File: src/rtl/ultrasonic_sensor_emulator_pkg.sv
// Shared types, widths and helpers for the ultrasonic (HC-SR04 style) sensor emulator.
package sensor_emulator_pkg;

    localparam int US_W    = 16;
    localparam int DIST_W  = 9;
    localparam int STATE_W = 3;

    typedef enum logic [STATE_W-1:0] {
        IDLE      = 3'd0,
        MEDE_TRIG = 3'd1,
        BURST     = 3'd2,
        ECHO      = 3'd3,
        HOLDOFF   = 3'd4
    } state_t;

    localparam logic [DIST_W-1:0] MIN_CM    = 9'd2;
    localparam logic [7:0]        LFSR_SEED = 8'hA5;
    // Taps 8,6,5,4 of a Fibonacci LFSR, bit 7 being tap 8.
    localparam logic [7:0]        LFSR_TAPS = 8'b1011_1000;

    function automatic logic [7:0] lfsr_next(input logic [7:0] cur);
        return {cur[6:0], ^(cur & LFSR_TAPS)};
    endfunction

    function automatic logic [US_W-1:0] echo_us(input logic [DIST_W-1:0] d,
                                                 input logic [US_W-1:0]   per_cm,
                                                 input logic [US_W-1:0]   max_cm,
                                                 input logic [US_W-1:0]   timeout);
        logic [US_W-1:0] dc;
        logic [US_W-1:0] w;
        dc = {{(US_W-DIST_W){1'b0}}, d};
        if (d < MIN_CM) begin
            w = timeout;
        end else if (dc > max_cm) begin
            w = max_cm * per_cm;
        end else begin
            w = dc * per_cm;
        end
        return w;
    endfunction

endpackage

File: src/rtl/ultrasonic_sensor_emulator_us_tick_counter.sv
// Microsecond prescaler plus 16-bit microsecond counter shared by all timed states.
module us_tick_counter
    import sensor_emulator_pkg::*;
#(
    parameter int CYCLES_PER_US = 50
) (
    input  logic            clock,
    input  logic            reset,
    input  logic            clear,
    input  logic            enable,
    output logic            tick,
    output logic [US_W-1:0] count
);

    localparam int            PW         = (CYCLES_PER_US > 1) ? $clog2(CYCLES_PER_US) : 1;
    localparam logic [PW-1:0] PRESC_LAST = PW'(CYCLES_PER_US - 1);

    logic [PW-1:0] presc_r;

    // tick marks the last cycle of the current microsecond.
    assign tick = (presc_r == PRESC_LAST);

    // Prescaler wraps into the microsecond counter; clear wins over enable.
    always_ff @(posedge clock) begin
        if (reset || clear) begin
            presc_r <= '0;
            count   <= '0;
        end else if (enable) begin
            if (tick) begin
                presc_r <= '0;
                count   <= count + 16'd1;
            end else begin
                presc_r <= presc_r + PW'(1);
                count   <= count;
            end
        end else begin
            presc_r <= presc_r;
            count   <= count;
        end
    end

endmodule

File: src/rtl/ultrasonic_sensor_emulator.sv
// HC-SR04 style responder: trigger in, distance-proportional echo out.
// Optional macro SENSOR_JITTER_EN adds 0..7 us of LFSR jitter to each echo.
module ultrasonic_sensor_emulator
    import sensor_emulator_pkg::*;
#(
    parameter int CYCLES_PER_US = 50,
    parameter int TRIG_MIN_US   = 10,
    parameter int BURST_US      = 200,
    parameter int US_PER_CM     = 58,
    parameter int MAX_CM        = 400,
    parameter int TIMEOUT_US    = 38000,
    parameter int HOLDOFF_US    = 1000
) (
    input  logic              clock,
    input  logic              reset,
    input  logic              enable,
    input  logic              trigger,
    input  logic [DIST_W-1:0] distancia,
    output logic              echo,
    output logic              busy,
    output logic              pronto,
    output logic              rejeitado,
    output logic [STATE_W-1:0] db_estado
);

    localparam logic [US_W-1:0] TRIG_MIN   = US_W'(TRIG_MIN_US);
    localparam logic [US_W-1:0] BURST_LAST = US_W'(BURST_US - 1);
    localparam logic [US_W-1:0] HOLD_LAST  = US_W'(HOLDOFF_US - 1);
    localparam logic [US_W-1:0] PER_CM     = US_W'(US_PER_CM);
    localparam logic [US_W-1:0] MAX_D      = US_W'(MAX_CM);
    localparam logic [US_W-1:0] TIMEOUT    = US_W'(TIMEOUT_US);

    state_t          state_r;
    logic            sync_r;
    logic            trig_s;
    logic            trig_d;
    logic [US_W-1:0] w_r;
    logic [US_W-1:0] width_s;
    logic [US_W-1:0] count_s;
    logic            tick_s;
    logic            clear_s;
    logic            tmr_en_s;
    logic            accept_s;

    assign db_estado = state_r;
    assign accept_s  = (state_r == MEDE_TRIG) && !trig_s && (count_s >= TRIG_MIN);

    // Two-flop synchronizer plus one delayed copy for rising-edge qualification.
    always_ff @(posedge clock) begin
        if (reset) begin
            sync_r <= 1'b0;
            trig_s <= 1'b0;
            trig_d <= 1'b0;
        end else begin
            sync_r <= trigger;
            trig_s <= sync_r;
            trig_d <= trig_s;
        end
    end

`ifdef SENSOR_JITTER_EN
    logic [7:0] lfsr_r;

    // Jitter source advances once per accepted trigger.
    always_ff @(posedge clock) begin
        if (reset) begin
            lfsr_r <= LFSR_SEED;
        end else if (accept_s) begin
            lfsr_r <= lfsr_next(lfsr_r);
        end else begin
            lfsr_r <= lfsr_r;
        end
    end
`endif

    // Echo width in microseconds for the distance presented right now.
    always_comb begin
        width_s = echo_us(distancia, PER_CM, MAX_D, TIMEOUT);
`ifdef SENSOR_JITTER_EN
        width_s = width_s + {13'd0, lfsr_r[2:0]};
`endif
    end

    // clear_s doubles as "leaving this state", so every entry starts the timer at zero.
    always_comb begin
        clear_s  = 1'b1;
        tmr_en_s = !((state_r == MEDE_TRIG) && (count_s >= TRIG_MIN));
        case (state_r)
            IDLE:      clear_s = 1'b1;
            MEDE_TRIG: clear_s = !trig_s;
            BURST:     clear_s = tick_s && (count_s == BURST_LAST);
            ECHO:      clear_s = tick_s && (count_s == w_r - 16'd1);
            HOLDOFF:   clear_s = tick_s && (count_s == HOLD_LAST);
            default:   clear_s = 1'b1;
        endcase
    end

    us_tick_counter #(
        .CYCLES_PER_US(CYCLES_PER_US)
    ) u_tick (
        .clock  (clock),
        .reset  (reset),
        .clear  (clear_s),
        .enable (tmr_en_s),
        .tick   (tick_s),
        .count  (count_s)
    );

    // Main sequencer with registered echo/busy/pronto/rejeitado.
    always_ff @(posedge clock) begin
        if (reset) begin
            state_r   <= IDLE;
            echo      <= 1'b0;
            busy      <= 1'b0;
            pronto    <= 1'b0;
            rejeitado <= 1'b0;
            w_r       <= 16'd0;
        end else begin
            pronto    <= 1'b0;
            rejeitado <= 1'b0;
            case (state_r)
                IDLE: begin
                    echo <= 1'b0;
                    if (enable && trig_s && !trig_d) begin
                        state_r <= MEDE_TRIG;
                        busy    <= 1'b1;
                    end else begin
                        busy    <= 1'b0;
                    end
                end
                MEDE_TRIG: begin
                    if (accept_s) begin
                        w_r     <= width_s;
                        state_r <= BURST;
                    end else if (!trig_s) begin
                        rejeitado <= 1'b1;
                        busy      <= 1'b0;
                        state_r   <= IDLE;
                    end else begin
                        state_r <= MEDE_TRIG;
                    end
                end
                BURST: begin
                    if (clear_s) begin
                        echo    <= 1'b1;
                        state_r <= ECHO;
                    end else begin
                        state_r <= BURST;
                    end
                end
                ECHO: begin
                    if (clear_s) begin
                        echo    <= 1'b0;
                        state_r <= HOLDOFF;
                    end else begin
                        state_r <= ECHO;
                    end
                end
                HOLDOFF: begin
                    if (clear_s) begin
                        pronto  <= 1'b1;
                        busy    <= 1'b0;
                        state_r <= IDLE;
                    end else begin
                        state_r <= HOLDOFF;
                    end
                end
                default: begin
                    echo    <= 1'b0;
                    busy    <= 1'b0;
                    state_r <= IDLE;
                end
            endcase
        end
    end

endmodule

File: config.mk
export PLATFORM = sky130hd
export DESIGN_NAME = ultrasonic_sensor_emulator
export DESIGN_NICKNAME = d
export VERILOG_FILES = /design/src/rtl/ultrasonic_sensor_emulator_pkg.sv /design/src/rtl/ultrasonic_sensor_emulator_us_tick_counter.sv /design/src/rtl/ultrasonic_sensor_emulator.sv
export SDC_FILE = /design/constraint.sdc
export NUM_CORES = 1
export LEC_CHECK = 0
export CAP_MARGIN = 40
export CELL_PAD_IN_SITES_DETAIL_PLACEMENT = 0
export CELL_PAD_IN_SITES_GLOBAL_PLACEMENT = 1
export CORE_MARGIN = 2
export CORE_UTILIZATION = 40
export DETAILED_ROUTE_END_ITERATION = 16
export PLACE_DENSITY_LB_ADDON = 0.25
export SYNTH_ARGS = -nofsm -noshare
export SYNTH_HDL_FRONTEND = slang
export SYNTH_SLANG_ARGS = --single-unit
File: constraint.sdc
create_clock -name clock -period 5.6 [get_ports clock]
set_clock_uncertainty 0.2 [all_clocks]
set_input_delay 1.68 -clock clock [delete_from_list [all_inputs] [get_ports clock]]
set_output_delay 1.68 -clock clock [all_outputs]
set_load 0.01 [all_outputs]
==> flow_summary.json <==
{
  "status": "completed",
  "rows": 36,
  "netlist-cell-type-count": 61,
  "synth.cell_area_um2": 3910,
  "finalSetupViolCount": 0,
  "period_share_pct": 95.2,
  "path_max_fanout": 4,
  "crit_type": "primary input to flip-flop",
  "dieArea_um2": 10600,
  "cp_top_family": "adder cells",
  "grt_pass1_wl_um": 14100,
  "final_cell_count_no_fill": 624,
  "synth_ff_type": "dfxtp_1",
  "yosysWarnings": 0,
  "max_stage_delay_ns": 0.57,
  "nFillCells": 1013,
  "synthCells": 469,
  "finalWirelength_um": 8460,
  "power_leakage_uw": 0.00181,
  "whs_ns": 0.246,
  "ys_async_sr_fraction_pct": 0,
  "drt_iter0_drc": 95,
  "regArea_um2": 941,
  "min_path_cells": 1,
  "final_common_cell": "nor2_1",
  "crit_chain": "clkdlybuf4s50_1 -> fa_1 -> ha_1 -> inv_1 -> fa_1 -> inv_1 -> ha_1 -> a21o_1 -> a21oi_2 -> o21bai_1 -> a2111oi_2 -> buf_4 -> o31ai_1 -> xnor2_1 -> o21ai_0 -> a21oi_1",
  "final_util_pct": 45.8,
  "fp.dieH_um": 103,
  "grt.total_usage_pct": 16.6,
  "yosysSeqAreaShare_pct": 24.1,
  "diodes": 0,
  "avgSynthCellArea_um2": 8.33,
  "worst_ep_arrival_time_ns": 5.37,
  "multi_input_area_um2": 2750,
  "cts_buffers": 5,
  "drive_gt1_share_pct": 7.94,
  "synth_edf_count": 0,
  "cts_tree": "done",
  "post_cts_buffers": 0,
  "drv_slew": 0,
  "cts_buffer_depth": 2,
  "period_minus_slack_ns": 5.33,
  "place_congestion": 0.820,
  "power_uw": 870,
  "grt.overflow.total": 0,
  "powerDensity_nw_per_um2": 197,
  "vias": 3232,
  "antenna_found_initial": 0,
  "area_growth_pct": 12.9,
  "cap_viol_max_count": 0,
  "ir_worst_vdd_uv": 125,
  "cts.repair.resized": 0,
  "synth_area_leaders": "dfxtp_1 24%, ha_1 13%, fa_1 6.7%, nor2_1 5.0%, xnor2_1 4.9%",
  "port_buffers": 19,
  "place_hpwl_um": 6760,
  "nNetsFinal": 557,
  "end_kind": "flip-flop",
  "yosys.area.top_type": "dfxtp_1",
  "clock-sinks": 47,
  "grt_max_degree": 23,
  "postCtsHoldBufs": 0,
  "dr.pass1.iters": 7,
  "viasPerCell": 5.18,
  "synth_fp_nets": 536,
  "synth_top_area_share_pct": 24.1,
  "dp.cells": 616,
  "ys_ff_latch": 47,
  "drc": 0,
  "clkTransAtPathRegs_ns": 0.09,
  "r2r_cells": 8,
  "maxSlewHeadroom_pct": 56.9,
  "pin_count": 20,
  "grt_pass1_vias": 2940,
  "cp_slowest_cell": "clkdlybuf4s50_1",
  "initial_utilization_pct": 40.5,
  "fmaxAchievable_mhz": 188,
  "rsz0062_at_grt": "no",
  "finalHoldViolCount": 0,
  "holdCritPathClass": "flip-flop to flip-flop",
  "critPathBufInv": 4,
  "clk_root_buffer_cell": "clkbuf_8",
  "postRouteAntennaNets": 0,
  "worst_slew_pin_slew_ns": 0.645,
  "fp.dieW_um": 103,
  "crit_cells": 16,
  "final_cell_mix": "52 x nor2_1, 47 x dfxtp_1, 41 x ha_1",
  "cp.required_ns": 5.64,
  "startpoint_type": "primary input",
  "coreArea_um2": 9640,
  "insertion_delay_ns": 0.31,
  "cts_max_level": 2,
  "wl_per_cell_um": 13.6
}
[metrics by stage]
step                      area (µm²)  worst slack (ns)  TNS [ns]
final                           4410             0.270         0
after global routing            4410            0.0424         0
after CTS                       4400             0.142         0
after detailed placement        4300            -0.176    -0.296
after global placement          4270            -0.124    -0.189
after floorplan                 3910             0.530         0
[flip-flops by register name, indices dropped and copies added (netlist names)]
| signal | cells |
|---|---|
| trig_s | 1 |
| w_r | 15 |
| sync_r | 1 |
| busy | 1 |
| u_tick.count | 16 |
| u_tick.presc_r | 6 |
| trig_d | 1 |
| rejeitado | 1 |
| db_estado | 3 |
| pronto | 1 |
| echo | 1 |
[cell type report]
cell class	instances	share of cell area, %
well taps	133	3.77
clock buffers	7	2.18
inverters	34	2.89
multi-input cells	367	62.4
repair buffers	35	7.29
clock inverters	1	0.170
flip-flops and latches	47	21.3
[worst reg2reg max path, cell delays in order (launching register included)]
cell	delay (ns)
dfxtp_1	0.39
or4_1	0.71
nor4b_4	0.34
nor3_1	0.11
or4_1	0.46
or4_1	0.49
or4_1	0.65
nand3b_4	0.29
nor3_1	0.10
[kinds of logic (layout without fill, tap and decap cells)]
| group | count (synthesis) | count (layout) | synth area share, % |
|---|---|---|---|
| compound gates | 74 | 74 | 12.6 |
| xor+xnor | 42 | 42 | 9.77 |
| fa+ha+maj | 54 | 54 | 19.8 |
| buf+inv | 55 | 77 | 5.73 |
| flops | 47 | 47 | 24.1 |
| mux | 10 | 10 | 2.59 |
| simple gates | 187 | 187 | 25.5 |
[per-layer routing]
layer / wire length, µm / up-vias / share of wire (%) / global-route usage (%)
met4: 59 / 0 / 0.70 / 3.74
li1: - / 1681 / - / -
met2: 4240 / 40 / 50 / 29.1
met3: 182 / 6 / 2.2 / 2.03
met1: 3980 / 1505 / 47 / 21.9
met5: 0 / - / 0 / 0
[path summary, 6_finish.rpt]
check                            from                        endpoint  slack [ns]
setup / recovery         distancia[2]            w_r[14]$_SDFFE_PP0P_        0.27
hold / removal      sync_r$_SDFF_PP0_               trig_s$_SDFF_PP0_        0.25
setup reg to reg  w_r[3]$_SDFFE_PP0P_  u_tick.presc_r[2]$_SDFFE_PP0N_        1.73
hold reg to reg     sync_r$_SDFF_PP0_               trig_s$_SDFF_PP0_        0.25
[report_power, final]
group	switching, µW	internal (µW)	total (µW)
sequential	1.82	335	337
combinational	143	157	301
clock	120	112	232
[cell usage after synthesis (all sizes together), types with 4 or more instances]
library cell / count
clkbuf: 16
nor2b: 6
nand3b: 5
o21ai: 12
nor3b: 4
xnor2: 22
fa: 13
xor2: 19
nand2: 39
a22oi: 6
nor3: 12
nor4: 7
a211oi: 4
a21oi: 23
mux2i: 9
nor4b: 4
buf: 5
nand2b: 5
or4: 7
nor2: 52
inv: 34
or2: 7
nand3: 11
nand4: 11
ha: 41
dfxtp: 47
Note: power is estimated with default switching activity, not from simulation.
